`src/rtl/mixcolumns_serial.sv`:
```
// mixcolumns_serial
// Byte-serial AES MixColumns / InvMixColumns stage with a final-round bypass.
// It collects four state bytes (row 0 first) into one column and transforms the
// column as byte 3 arrives. It then sends the result out one byte per cycle. The
// first output byte comes exactly one cycle after byte 3 is accepted.
//
// Parameters:
//   INVERSE    : 0 = MixColumns (02 03 01 01), 1 = InvMixColumns (0e 0b 0d 09)
// Ports:
//   clock      : system clock, rising edge
//   reset      : synchronous, active-high
//   inbyte     : state byte from ShiftRows, column-major, row 0 first
//   in_valid   : inbyte is valid this cycle
//   last_round : 1 = pass the column through untransformed (sampled with byte 3)
//   outbyte    : transformed byte, row 0 first (registered)
//   ready      : outbyte valid this cycle (registered)
module mixcolumns_serial #(
    parameter bit INVERSE = 1'b0
) (
    input  logic       clock,
    input  logic       reset,
    input  logic [7:0] inbyte,
    input  logic       in_valid,
    input  logic       last_round,
    output logic [7:0] outbyte,
    output logic       ready
);

    localparam int unsigned BYTE_W   = 8;
    localparam int unsigned NUM_ROWS = 4;
    localparam int unsigned CAP_ROWS = NUM_ROWS - 1;

    // Coefficients of the first matrix row. Row i uses this row rotated right by i.
    localparam logic [3:0] COEF0 = INVERSE ? 4'he : 4'h2;
    localparam logic [3:0] COEF1 = INVERSE ? 4'hb : 4'h3;
    localparam logic [3:0] COEF2 = INVERSE ? 4'hd : 4'h1;
    localparam logic [3:0] COEF3 = INVERSE ? 4'h9 : 4'h1;

    typedef enum logic {
        IDLE = 1'b0,
        EMIT = 1'b1
    } state_e;

    // GF(2^8) doubling, reduced modulo x^8 + x^4 + x^3 + x + 1.
    function automatic logic [BYTE_W-1:0] xtime(input logic [BYTE_W-1:0] x);
        xtime = {x[BYTE_W-2:0], 1'b0} ^ (x[BYTE_W-1] ? 8'h1b : 8'h00);
    endfunction

    // GF(2^8) multiply by a 4-bit constant: XOR of the selected x, 2x, 4x, 8x terms.
    function automatic logic [BYTE_W-1:0] gmul(input logic [BYTE_W-1:0] x,
                                               input logic [3:0]        c);
        logic [BYTE_W-1:0] x2;
        logic [BYTE_W-1:0] x4;
        logic [BYTE_W-1:0] x8;
        x2   = xtime(x);
        x4   = xtime(x2);
        x8   = xtime(x4);
        gmul = (c[0] ? x  : 8'h00) ^
               (c[1] ? x2 : 8'h00) ^
               (c[2] ? x4 : 8'h00) ^
               (c[3] ? x8 : 8'h00);
    endfunction

    // Coefficient at rotation offset k = (col - row) mod 4.
    function automatic logic [3:0] coef(input logic [1:0] k);
        case (k)
            2'd0:    coef = COEF0;
            2'd1:    coef = COEF1;
            2'd2:    coef = COEF2;
            default: coef = COEF3;
        endcase
    endfunction

    // Registered state.
    state_e            state_q,   state_d;
    logic [1:0]        in_cnt_q,  in_cnt_d;
    logic [1:0]        out_idx_q, out_idx_d;
    logic [BYTE_W-1:0] a_q [CAP_ROWS];
    logic [BYTE_W-1:0] a_d [CAP_ROWS];
    logic [BYTE_W-1:0] b_q [NUM_ROWS];
    logic [BYTE_W-1:0] b_d [NUM_ROWS];
    logic [BYTE_W-1:0] outbyte_q, outbyte_d;
    logic              ready_q,   ready_d;

    // Combinational column result.
    logic              col_done_c;
    logic [BYTE_W-1:0] col_c [NUM_ROWS];
    logic [BYTE_W-1:0] mix_c [NUM_ROWS];
    logic [BYTE_W-1:0] res_c [NUM_ROWS];

    assign col_done_c = in_valid && (in_cnt_q == 2'd3);

    // Current column: three captured bytes plus the byte arriving now.
    always_comb begin
        for (int j = 0; j < int'(CAP_ROWS); j++) begin
            col_c[j] = a_q[j];
        end
        col_c[CAP_ROWS] = inbyte;
    end

    // Column transform: mix[i] = XOR over j of coef((j - i) mod 4) * col[j].
    always_comb begin
        for (int i = 0; i < int'(NUM_ROWS); i++) begin
            mix_c[i] = '0;
            for (int j = 0; j < int'(NUM_ROWS); j++) begin
                mix_c[i] = mix_c[i] ^ gmul(col_c[j], coef(2'(j - i)));
            end
        end
    end

    // Final-round bypass selects the raw column.
    always_comb begin
        for (int i = 0; i < int'(NUM_ROWS); i++) begin
            res_c[i] = last_round ? col_c[i] : mix_c[i];
        end
    end

    // State register.
    always_ff @(posedge clock) begin
        if (reset) begin
            state_q   <= IDLE;
            in_cnt_q  <= '0;
            out_idx_q <= '0;
            outbyte_q <= '0;
            ready_q   <= 1'b0;
            for (int j = 0; j < int'(CAP_ROWS); j++) begin
                a_q[j] <= '0;
            end
            for (int i = 0; i < int'(NUM_ROWS); i++) begin
                b_q[i] <= '0;
            end
        end else begin
            state_q   <= state_d;
            in_cnt_q  <= in_cnt_d;
            out_idx_q <= out_idx_d;
            outbyte_q <= outbyte_d;
            ready_q   <= ready_d;
            a_q       <= a_d;
            b_q       <= b_d;
        end
    end

    // Next-state logic for capture and emission.
    always_comb begin
        state_d   = state_q;
        in_cnt_d  = in_cnt_q;
        out_idx_d = out_idx_q;
        outbyte_d = outbyte_q;
        ready_d   = 1'b0;
        a_d       = a_q;
        b_d       = b_q;

        // Capture: byte 3 is not stored; it feeds the transform directly.
        if (in_valid) begin
            in_cnt_d = 2'(in_cnt_q + 2'd1);
            case (in_cnt_q)
                2'd0:    a_d[0] = inbyte;
                2'd1:    a_d[1] = inbyte;
                2'd2:    a_d[2] = inbyte;
                default: ;
            endcase
        end

        // A new column restarts emission at b0. This can only happen when the
        // previous column is idle or on its last byte, so there is no bubble.
        if (col_done_c) begin
            state_d   = EMIT;
            out_idx_d = '0;
            b_d       = res_c;
            outbyte_d = res_c[0];
            ready_d   = 1'b1;
        end else begin
            case (state_q)
                IDLE: begin
                    ready_d = 1'b0;
                end
                EMIT: begin
                    if (out_idx_q == 2'd3) begin
                        state_d = IDLE;
                        ready_d = 1'b0;
                    end else begin
                        out_idx_d = 2'(out_idx_q + 2'd1);
                        outbyte_d = b_q[out_idx_d];
                        ready_d   = 1'b1;
                    end
                end
                default: begin
                    state_d = IDLE;
                end
            endcase
        end
    end

    assign outbyte = outbyte_q;
    assign ready   = ready_q;

endmodule
```
`config.mk`:
```
export PLATFORM = sky130hd
export DESIGN_NAME = mixcolumns_serial
export DESIGN_NICKNAME = d
export VERILOG_FILES = /design/src/rtl/mixcolumns_serial.sv
export SDC_FILE = /design/constraint.sdc
export NUM_CORES = 1
export LEC_CHECK = 0
export ABC_AREA = 1
export BUFFER_PORTS_ARGS = -buffer_cell sky130_fd_sc_hd__buf_2
export CAP_MARGIN = 20
export CORE_MARGIN = 8
export CORE_UTILIZATION = 48
export CTS_CLUSTER_DIAMETER = 120
export DETAILED_ROUTE_END_ITERATION = 7
export HOLD_SLACK_MARGIN = 0.08
export PLACE_DENSITY_LB_ADDON = 0.25
export SYNTH_ARGS = -nofsm -noshare
export SYNTH_HDL_FRONTEND = slang
export SYNTH_SLANG_ARGS = --single-unit
```
`constraint.sdc`:
```
create_clock -name clock -period 3.4 [get_ports clock]
set_clock_uncertainty 0.05 [all_clocks]
set_input_delay 0.68 -clock clock [delete_from_list [all_inputs] [get_ports clock]]
set_output_delay 0.68 -clock clock [all_outputs]
set_load 0.02 [all_outputs]
```
# Word level (Yosys, flattened, before mapping)
# Cells that the tools add are included.
[totals]
register_bits = 70
in_bits = 12
[classes]
add_sub_neg = 2
magnitude_cmp = 1
eq_ne = 5
muxes = 19
bitwise = 23
reduce_logical = 9
[ops]
columns = ["op", "count"]
rows = [
  ["bitwise XOR 8 bit", 17],
  ["2-to-1 mux 8 bit", 9],
  ["bitwise XOR 8 x 5 -> 8 bit", 3],
  ["2-to-1 mux 5 bit", 4],
  ["binary-select mux 8 bit (select 2 bit)", 1],
  ["AND reduction 2 bit", 5],
  ["== test 2 bit, second input constant", 3],
  ["adder 2 x 1 -> 2 bit, second input constant", 2],
  ["2-to-1 mux 1 bit", 4],
  ["greater-or-equal comparator 3 bit, second input constant", 1],
  ["NOT 2 -> 3 bit", 1],
  ["== test 2 x 1 -> 1 bit, second input constant", 1],
  ["zero test 2 bit", 1],
  ["inequality test 2 bit, second input constant", 1],
  ["NOT 1 bit", 2],
  ["case mux 1 bit (2 select lines)", 1],
  ["nonzero test 2 bit", 1],
  ["OR reduction 2 bit", 1],
  ["logical AND 1 bit", 1],
]

# Depth between registers and ports, before layout
# Gate-level depths: netlist of the first run.
[depth]
word_depth = 8
ltp_mapped = 12
mapped_depth_nobuf = 11

# Worst setup path before layout of the first run
# OpenSTA, ideal clock, no wires.
[synth_timing]
path_type = "input to register"
startpoint = "input port inbyte[0]"
endpoint = "register b_q[16] (netlist name)"
setup_ns = 0.112
arrival_time_ns = 1.482
required_ns = 3.238
setup_slack_ns = 1.756
path_stages = 9
path_cell_list = "buf_4 > xnor2_1 > or2_2 > nand2_1 > nand2_1 > nand2_1 > nand2_1 > nand2_1 > nand2_1"
[synth_via]
elab_chain_cells = 2
[synth_lines]
columns = ["item", "line", "source"]
rows = [
  ["start, declared", "22", "input logic [7:0] inbyte,"],
  ["bitwise XOR 8 bit", "106", "mix_c[i] = mix_c[i] ^ gmul(col_c[j], coef(2'(j - i)));"],
  ["2-to-1 mux 8 bit", "114", "res_c[i] = last_round ? col_c[i] : mix_c[i];"],
  ["end signal, assigned by index", "130", "b_q[i] <= '0;"],
  ["end signal, assigned", "139", "b_q <= b_d;"],
  ["end, declared", "80", "logic [BYTE_W-1:0] b_q [NUM_ROWS];"],
]
# No other way between the ends.
# A chain may end at the register's enable or synchronous reset.

# Worst setup path in the final report of the first run
[layout_timing]
startpoint = "register out_idx_q[0]"
endpoint = "register outbyte_q[0] (netlist: outbyte[0])"
[layout_via]
elab_chain_cells = 8
[layout_lines]
columns = ["item", "line", "source"]
rows = [
  ["start, declared", "77", "logic [1:0] out_idx_q, out_idx_d;"],
  ["start signal, assigned", "135", "out_idx_q <= out_idx_d;"],
  ["adder 2 x 1 -> 2 bit", "182", "out_idx_d = 2'(out_idx_q + 2'd1);"],
  ["NOT 2 -> 3 bit (not written as such)", "183", "outbyte_d = b_q[out_idx_d];"],
  ["binary-select mux 8 bit (select 2 bit)", "183", ""],
  ["2-to-1 mux 8 bit (not written as such) (2 in a row)", "183", ""],
  ["2-to-1 mux 8 bit", "178", "if (out_idx_q == 2'd3) begin"],
  ["2-to-1 mux 8 bit", "173", "case (state_q)"],
  ["2-to-1 mux 8 bit", "166", "if (col_done_c) begin"],
  ["end signal, assigned", "136", "outbyte_q <= outbyte_d;"],
  ["end, declared", "82", "logic [BYTE_W-1:0] outbyte_q, outbyte_d;"],
]
# Several ways; a longest one is shown, not always the timed one. The select of a mux whose other input is x is not followed.

==> impl_metrics.tcl, run 1 <==
set metrics [dict create \
    drt_iter0_markers 510 \
    cts_resized 0 \
    crit_fanout 22 \
    dpl.cell_count 861 \
    viasPerCell 5.12 \
    ir_worst_vdd_v 0.000188 \
    die-height_um 114 \
    ctsHoldBuffers 0 \
    use_met2_pct 29.7 \
    final_cells 878 \
    max_slew_margin_pct 35.2 \
    cp.required_ns 3.58 \
    place.port_buffers 20 \
    synth_warnings 0 \
    grt-busiest-layer "met2" \
    core-area_um2 9590 \
    cpPeakStageDelay_ns 0.51 \
    htree_levels 3 \
    tritoncts "done" \
    setup_viol 0 \
    fin_crit_ns 2.11 \
    gp_congestion 0.880 \
    power.density_nw_per_um2 423 \
    setup_tns_ns 0 \
    vias 4491 \
    final_net_count 757 \
    arrival_ns 2.29 \
    ant_nets 0 \
    wire_per_inst_um 14.0 \
    clk_pin_slew_ns 0.07 \
    max_freq_mhz 474 \
    yosysTopAreaCellShare_pct 29.7 \
    cp-start-kind "register" \
    crit_start "out_idx_q[0]$_SDFFE_PP0P_" \
    initial_core_util_pct 48.4 \
    final_cell_mix "nand2_1 (280), a21oi_1 (70), dfxtp_1 (69), inv_1 (60), nand3_1 (53)" \
    end_kind "register" \
    cp_cell_sequence "buf_4 > ha_1 > clkinv_1 > a21oi_1 > o21ai_0 > nand3_1 > nand2_1 > inv_1 > a21oi_1" \
    syn_nets 765 \
    grtUsageMet1_pct 28.4 \
    hold_start "b_q[11]$_SDFFE_PP0P_" \
    cts.sinks 69 \
    synth_top_flop_cell "dfxtp_1" \
    finalCritPeriodShare_pct 62.1 \
    gr-total-overflow 0 \
    crit_top_cell "a21oi_1" \
    antenna_found_initial 0 \
    r2r-start "out_idx_q[0]$_SDFFE_PP0P_" \
    clkLatencyLatePin_ns 0.35 \
    synth_cell_type_count 35 \
    ys_seq_area_share_pct 29.7 \
    maxCapViolations 0 \
    async_flop_share_pct 0 \
    antenna_cells 0 \
    rsz0062_at_grt "no" \
    p_total_mw 2.07 \
    drive_gt1_share_pct 7.52 \
    hpwl_mm 8.91 \
    grt_pass1_wl_mm 20.7 \
    crit_slowest_cell "ha_1" \
    syn_area_per_cell_um2 6.21 \
    worstMarginPinSlew_ns 0.971 \
    ys_top_cells_by_area "dfxtp_1 (30%), nand2_1 (23%), a21oi_1 (7.5%)" \
    path_class "reg2reg" \
    syn2layout_area_growth_pct 5.44 \
    dr.pass1.iters 5 \
    rows 36 \
    grt_usage_pct 19.8 \
    drc 0 \
    synth-seq-cells 69 \
    num_io_pins 21 \
    fin_ws_ns 1.29 \
    cts_root_buffer "clkbuf_8" \
    synth_cells 748 \
    die_w_um 114 \
    die_area_um2 13100 \
    clk_path_buf_depth 2 \
    dp_slack_ns 0.892 \
    grt_pass1_vias 4089 \
    totalWireLength_mm 12.3 \
    yosys.area.top_type "dfxtp_1" \
    grt_max_degree 35 \
    synth_edf_count 0 \
    min_path_type "reg2reg" \
    hold_violations 0 \
    final_common_cell "nand2_1" \
    postCtsSetupRepairBufs 0 \
    cts_buffers 9 \
    slew_viol_final 0 \
    p_leak_nw 2.33 \
    outcome "finished clean" \
    synth_area_um2 4640 \
    grt.met3_usage_pct 2.80 \
]
-- cell type report --
type,count,area (µm²)
fillers,1016,4700
well taps,133,166
multi-input cells,570,2760
repair buffers,23,143
flip-flops and latches,69,1380
clock inverters,4,47.5
inverters,67,256
clock buffers,12,145
-- worst max-delay path, delay by kind of cell (launching register included) --
kind / cells / cell delay (ns)
compound gates: 3 / 0.37
buf+inv: 3 / 0.62
simple gates: 2 / 0.13
flops: 1 / 0.30
fa+ha+maj: 1 / 0.51
-- metal layers --
metal  vias up  share of wire [%]  wire length, µm
met5         -                  0                0
met4         0                1.1              131
met3        10                5.8              709
met2       115                 42             5170
met1      2025                 51             6280
li1       2341                  -                -
-- power by group --
part / switching, mW / internal [mW]
registers: 0.0471 / 0.842
clock network: 0.323 / 0.357
logic: 0.322 / 0.177
-- Yosys cell counts (5+ instances only) --
library cell,instances
nand2_1,280
a21oi_1,70
dfxtp_1,69
inv_1,60
nand3_1,53
o21ai_0,51
nor2_1,31
xnor2_1,24
xor2_1,22
buf_2,17
o21ai_1,16
clkbuf_1,8
buf_4,5
buf_6,5
clkbuf_2,5
ha_1,5
-- final timing paths --
kind / end / slack, ns / cells after the start
min reg2reg: b_q[11]$_SDFFE_PP0P_ / 0.40 / 2
max: outbyte[0]$_SDFFE_PP0P_ / 1.29 / 9
max reg2reg: outbyte[0]$_SDFFE_PP0P_ / 1.29 / 9
min: b_q[11]$_SDFFE_PP0P_ / 0.40 / 2
-- cell families after synthesis --
kind of cell,count (synthesis),synth area share (%)
fa+ha+maj,5,1.35
simple gates,374,32.4
compound gates,141,15.5
flops,69,29.7
buf+inv,109,10.9
xor+xnor,50,10.1
-- metrics by stage --
stage	cell area (µm²)	utilization, %	hold slack [ns]
CTS	4870	50.7	0.406
floorplan	4640	-	0.373
global placement	4680	48.7	0.384
detailed placement	4680	48.7	0.389
finish	4900	51.0	0.404
global route	4900	51.0	0.423
-- sequential cells by signal, indices dropped and copies added, names as in the netlist --
signal     count
a_q           24
b_q           32
in_cnt_q       2
out_idx_q      2
outbyte        8
ready          1
Note: power is estimated with default switching activity, not from simulation.
==> inputs of run 2 (changes only) <==
Clock period 3.4 ns to 2 ns, I/O delays scaled along.
==> run 2 against run 1 <==
Against the previous run:
- first-iteration DRC count fell by 23%
- setup slack worse by 0.99 ns
- critical path depth decreased by 1
- core utilization grew 0.80 points
- die area stayed put
- largest power group unchanged
- highest routed layer unchanged
==> impl_metrics.tcl, run 2 (same netlist as run 1, synthesis figures left out) <==
set metrics [dict create \
    largest_register_ffs 32 \
    cp-start-kind "register" \
    clkLatencyLatePin_ns 0.35 \
    setup_tns_ns 0 \
    core-area_um2 9590 \
    htree_levels 3 \
    antenna_cells 0 \
    drc 0 \
    max_freq_mhz 587 \
    p_leak_nw 2.38 \
    final_cell_mix "nand2_1 (280), a21oi_1 (70), dfxtp_1 (69), inv_1 (60), nand3_1 (53)" \
    dr.pass1.iters 5 \
    clk_pin_slew_ns 0.08 \
    worstMarginPinSlew_ns 0.595 \
    setup_viol 0 \
    die_w_um 114 \
    cts_root_buffer "clkbuf_8" \
    die_area_um2 13100 \
    seqPwrFrac_pct 41.3 \
    initial_core_util_pct 48.4 \
    intPower_mw 2.47 \
    end_kind "register" \
    p_clk_share_pct 35.4 \
    clk_path_buf_depth 2 \
    grt_pass1_vias 4179 \
    antenna_found_initial 0 \
    ir_worst_vdd_v 0.000433 \
    viasPerCell 5.18 \
    wire_per_inst_um 13.7 \
    cts.sinks 69 \
    min_path_type "in2reg" \
    maxCapViolations 0 \
    die-height_um 114 \
    arrival_ns 1.86 \
    grt_max_degree 35 \
    outcome "finished clean" \
    grt_pass1_wl_mm 20.3 \
    slew_viol_final 0 \
    power.density_nw_per_um2 734 \
    rsz0062_at_grt "no" \
    grt_usage_pct 19.2 \
    finalCritPeriodShare_pct 85.2 \
    nFillCells 1020 \
    syn2layout_area_growth_pct 7.09 \
    cts_resized 0 \
    postCtsSetupRepairBufs 0 \
    comb_power_share_pct 23.3 \
    dp_slack_ns 0.368 \
    ant_nets 0 \
    power.switching_mw 1.18 \
    drt_iter0_markers 393 \
    tritoncts "done" \
    fin_crit_ns 1.70 \
    hpwl_mm 8.75 \
    place.port_buffers 20 \
    totalWireLength_mm 12.1 \
    final_common_cell "nand2_1" \
    final_net_count 767 \
    dpl.cell_count 872 \
    path_class "reg2reg" \
    max_slew_margin_pct 60.3 \
    gp_congestion 0.885 \
    fin_ws_ns 0.297 \
    rows 36 \
    ctsHoldBuffers 0 \
    crit_fanout 6 \
    gr-total-overflow 0 \
    vias 4597 \
    drive_gt1_share_pct 8.75 \
    cp.required_ns 2.16 \
    hold_violations 0 \
    final_cells 887 \
    num_io_pins 21 \
    top_register "b_q" \
    switching_share_pct 32.3 \
    cts_buffers 9 \
]
run 2: power by group through the flow:
stage | sequential [mW] | combinational (mW) | clock, mW
finish | 1.51 | 0.851 | 1.29
global route | 1.52 | 0.970 | 1.36
CTS | 1.51 | 0.845 | 1.30
detailed placement | 1.54 | 0.840 | 0
global placement | 1.54 | 0.826 | 0
floorplan | 1.51 | 0.706 | 0
run 2: area by class of cell:
class                   count  area [µm²]  area share [%]
inverters                  67         256            5.16
flip-flops and latches     69        1380            27.8
multi-input cells         570        2760            55.4
clock buffers              11         141            2.84
clock inverters             4        72.6            1.46
repair buffers             33         198            3.98
well taps                 133         166            3.35
run 2: final timing paths:
check	from	slack [ns]	endpoint	cells after the start
max	a_q[23]$_SDFFE_PP0P_	0.30	outbyte[0]$_SDFFE_PP0P_	8
max reg2reg	a_q[23]$_SDFFE_PP0P_	0.30	outbyte[0]$_SDFFE_PP0P_	8
min	in_valid	0.34	in_cnt_q[0]$_SDFFE_PP0P_	3
min reg2reg	b_q[1]$_SDFFE_PP0P_	0.40	b_q[1]$_SDFFE_PP0P_	2
run 2: per-layer routing:
metal / wire (µm) / GRT usage, % / share of wire, %
met4: 139 / 5.68 / 1.1
met3: 703 / 2.74 / 5.8
met1: 5830 / 26.2 / 48
met5: 0 / 0 / 0
met2: 5470 / 30.4 / 45
run 2: critical path, cell delays in order, from the launching register on:
cell and delay, ns:
dfxtp_1 0.48, buf_4 0.22, nand2_1 0.08, nand2_1 0.08, nand2_1 0.06, nand3_1 0.08, nand2_1 0.05, o21ai_0 0.37
a21oi_1 0.12
run 2: through the flow:
step	total power [mW]	hold WS (ns)	area [µm²]	util, %
final	3.65	0.340	4970	51.8
after global routing	3.85	0.386	4970	51.8
after CTS	3.65	0.342	4970	51.8
after detailed placement	2.38	0.392	4760	49.6
after global placement	2.36	0.388	4760	49.6
after floorplan	2.21	0.373	4640	-
==> inputs of run 3 (changes only) <==
Clock period 2 ns to 1.9 ns, I/O delays scaled along.
==> run 3 against run 2 <==
Against the previous run:
- combinational power up 6.3%
- sequential cell count stayed put
- power increased by 9.5%
- routed wire length decreased by 0.94%
- sequential power rose by 5%
- core utilization is 0.77 points higher
- critical endpoint is now b_q[2]$_SDFFE_PP0P_
- non-clock buffer count is 2 higher
- worst hold slack got worse by 0.0092 ns
- setup slack worse by 0.042 ns
==> impl_metrics.tcl, run 3 (same netlist as run 1, synthesis figures left out) <==
set metrics [dict create \
    intPower_mw 2.75 \
    end_kind "register" \
    finalCritPeriodShare_pct 86.6 \
    cp_cell_sequence "ha_1 > nand2_4 > nor2_1 > inv_2 > a21oi_1 > o21ai_0 > o21ai_0" \
    wire_per_inst_um 13.5 \
    die-height_um 114 \
    tritoncts "done" \
    power.density_nw_per_um2 792 \
    gr-total-overflow 0 \
    die_area_um2 13100 \
    cts_root_buffer "clkbuf_8" \
    comb_power_share_pct 22.6 \
    cp.required_ns 2.13 \
    max_freq_mhz 608 \
    ir_worst_vdd_v 0.000495 \
    htree_levels 3 \
    clkLatencyLatePin_ns 0.35 \
    slew_viol_final 0 \
    totalWireLength_mm 12.0 \
    largest_register_ffs 32 \
    hold_violations 0 \
    arrival_ns 1.88 \
    ant_nets 0 \
    p_leak_nw 2.41 \
    crit_top_cell "o21ai_0" \
    initial_core_util_pct 48.4 \
    drive_gt1_share_pct 9.11 \
    antenna_found_initial 0 \
    gp_congestion 0.909 \
    max_slew_margin_pct 59.7 \
    path_class "reg2reg" \
    core-area_um2 9590 \
    power.switching_mw 1.24 \
    final_net_count 769 \
    p_clk_share_pct 37.7 \
    outcome "finished clean" \
    cp-start-kind "register" \
    final_cells 890 \
    min_path_type "in2reg" \
    final_cell_mix "nand2_1 (280), a21oi_1 (70), dfxtp_1 (69), inv_1 (60), nand3_1 (53)" \
    cpPeakStageDelay_ns 0.36 \
    setup_tns_ns 0 \
    cts_buffers 9 \
    worstMarginPinSlew_ns 0.603 \
    dr.pass1.iters 5 \
    crit_fanout 23 \
    vias 4565 \
    hpwl_mm 8.81 \
    setup_viol 0 \
    grt_pass1_wl_mm 20.1 \
    path_delay_family "compound AO/OA/AOI/OAI gates" \
    final_common_cell "nand2_1" \
    cts.sinks 69 \
    cts_resized 0 \
    viasPerCell 5.13 \
    grt_usage_pct 19.2 \
    postCtsSetupRepairBufs 0 \
    drt_iter0_markers 266 \
    clk_pin_slew_ns 0.08 \
    die_w_um 114 \
    grt_max_degree 34 \
    crit_slowest_cell "dfxtp_1" \
    grt_pass1_vias 4220 \
    clk_path_buf_depth 2 \
    nFillCells 970 \
    rows 36 \
    syn2layout_area_growth_pct 8.68 \
    seqPwrFrac_pct 39.6 \
    dpl.cell_count 874 \
    rsz0062_at_grt "no" \
    final_util_pct 52.6 \
    top_register "b_q" \
    ctsHoldBuffers 0 \
    switching_share_pct 31.1 \
    antenna_cells 0 \
    num_io_pins 21 \
    crit_buf_inv 1 \
    fin_crit_ns 1.65 \
    place.port_buffers 20 \
    drc 0 \
    maxCapViolations 0 \
]
## run 3: layer usage
metal,wire length (µm),global-route usage [%],vias up
li1,-,-,2365
met1,5650,24.8,2067
met2,5490,31.3,120
met3,735,3.11,13
met4,156,7.28,0
met5,0,0,-
## run 3: worst min-delay path: cells and delay by family
family                 cells  cell delay [ns]
AOI/OAI and AO/OA          1             0.07
buffers and inverters      2             0.24
## run 3: path summary, 6_finish.rpt
| path | start | end | slack [ns] | depth (start not counted) |
|---|---|---|---|---|
| max reg2reg | in_cnt_q[1]$_SDFFE_PP0P_ | b_q[2]$_SDFFE_PP0P_ | 0.25 | 7 |
| min | in_valid | in_cnt_q[0]$_SDFFE_PP0P_ | 0.33 | 3 |
| min reg2reg | b_q[9]$_SDFFE_PP0P_ | b_q[9]$_SDFFE_PP0P_ | 0.41 | 2 |
| max | in_cnt_q[1]$_SDFFE_PP0P_ | b_q[2]$_SDFFE_PP0P_ | 0.25 | 7 |
## run 3: through the flow
stage | setup slack (ns) | power [mW] | area [µm²] | hold slack [ns]
6_report | 0.254 | 4.00 | 5050 | 0.331
5_1_grt | 0.0929 | 4.20 | 5050 | 0.360
4_1_cts | 0.235 | 4.01 | 5050 | 0.338
3_5_place_dp | 0.240 | 2.51 | 4800 | 0.392
3_3_place_gp | 0.258 | 2.49 | 4800 | 0.388
2_1_floorplan | 0.391 | 2.33 | 4640 | 0.373
## run 3: final cells by class
| cell class | instances | area [µm²] | share of cell area, % |
|---|---|---|---|
| clock buffer | 11 | 141 | 2.80 |
| tap | 133 | 166 | 3.30 |
| inverter | 67 | 256 | 5.08 |
| clock inverter | 5 | 106 | 2.11 |
| timing repair buffer | 35 | 238 | 4.71 |
| sequential | 69 | 1380 | 27.4 |
| multi-input combinational | 570 | 2760 | 54.6 |
## run 3: power groups by stage
stage	clock [mW]	combinational (mW)	sequential [mW]
3_5_place_dp	0	0.896	1.62
4_1_cts	1.52	0.901	1.58
3_3_place_gp	0	0.876	1.61
5_1_grt	1.58	1.03	1.59
2_1_floorplan	0	0.744	1.59
6_report	1.51	0.905	1.58
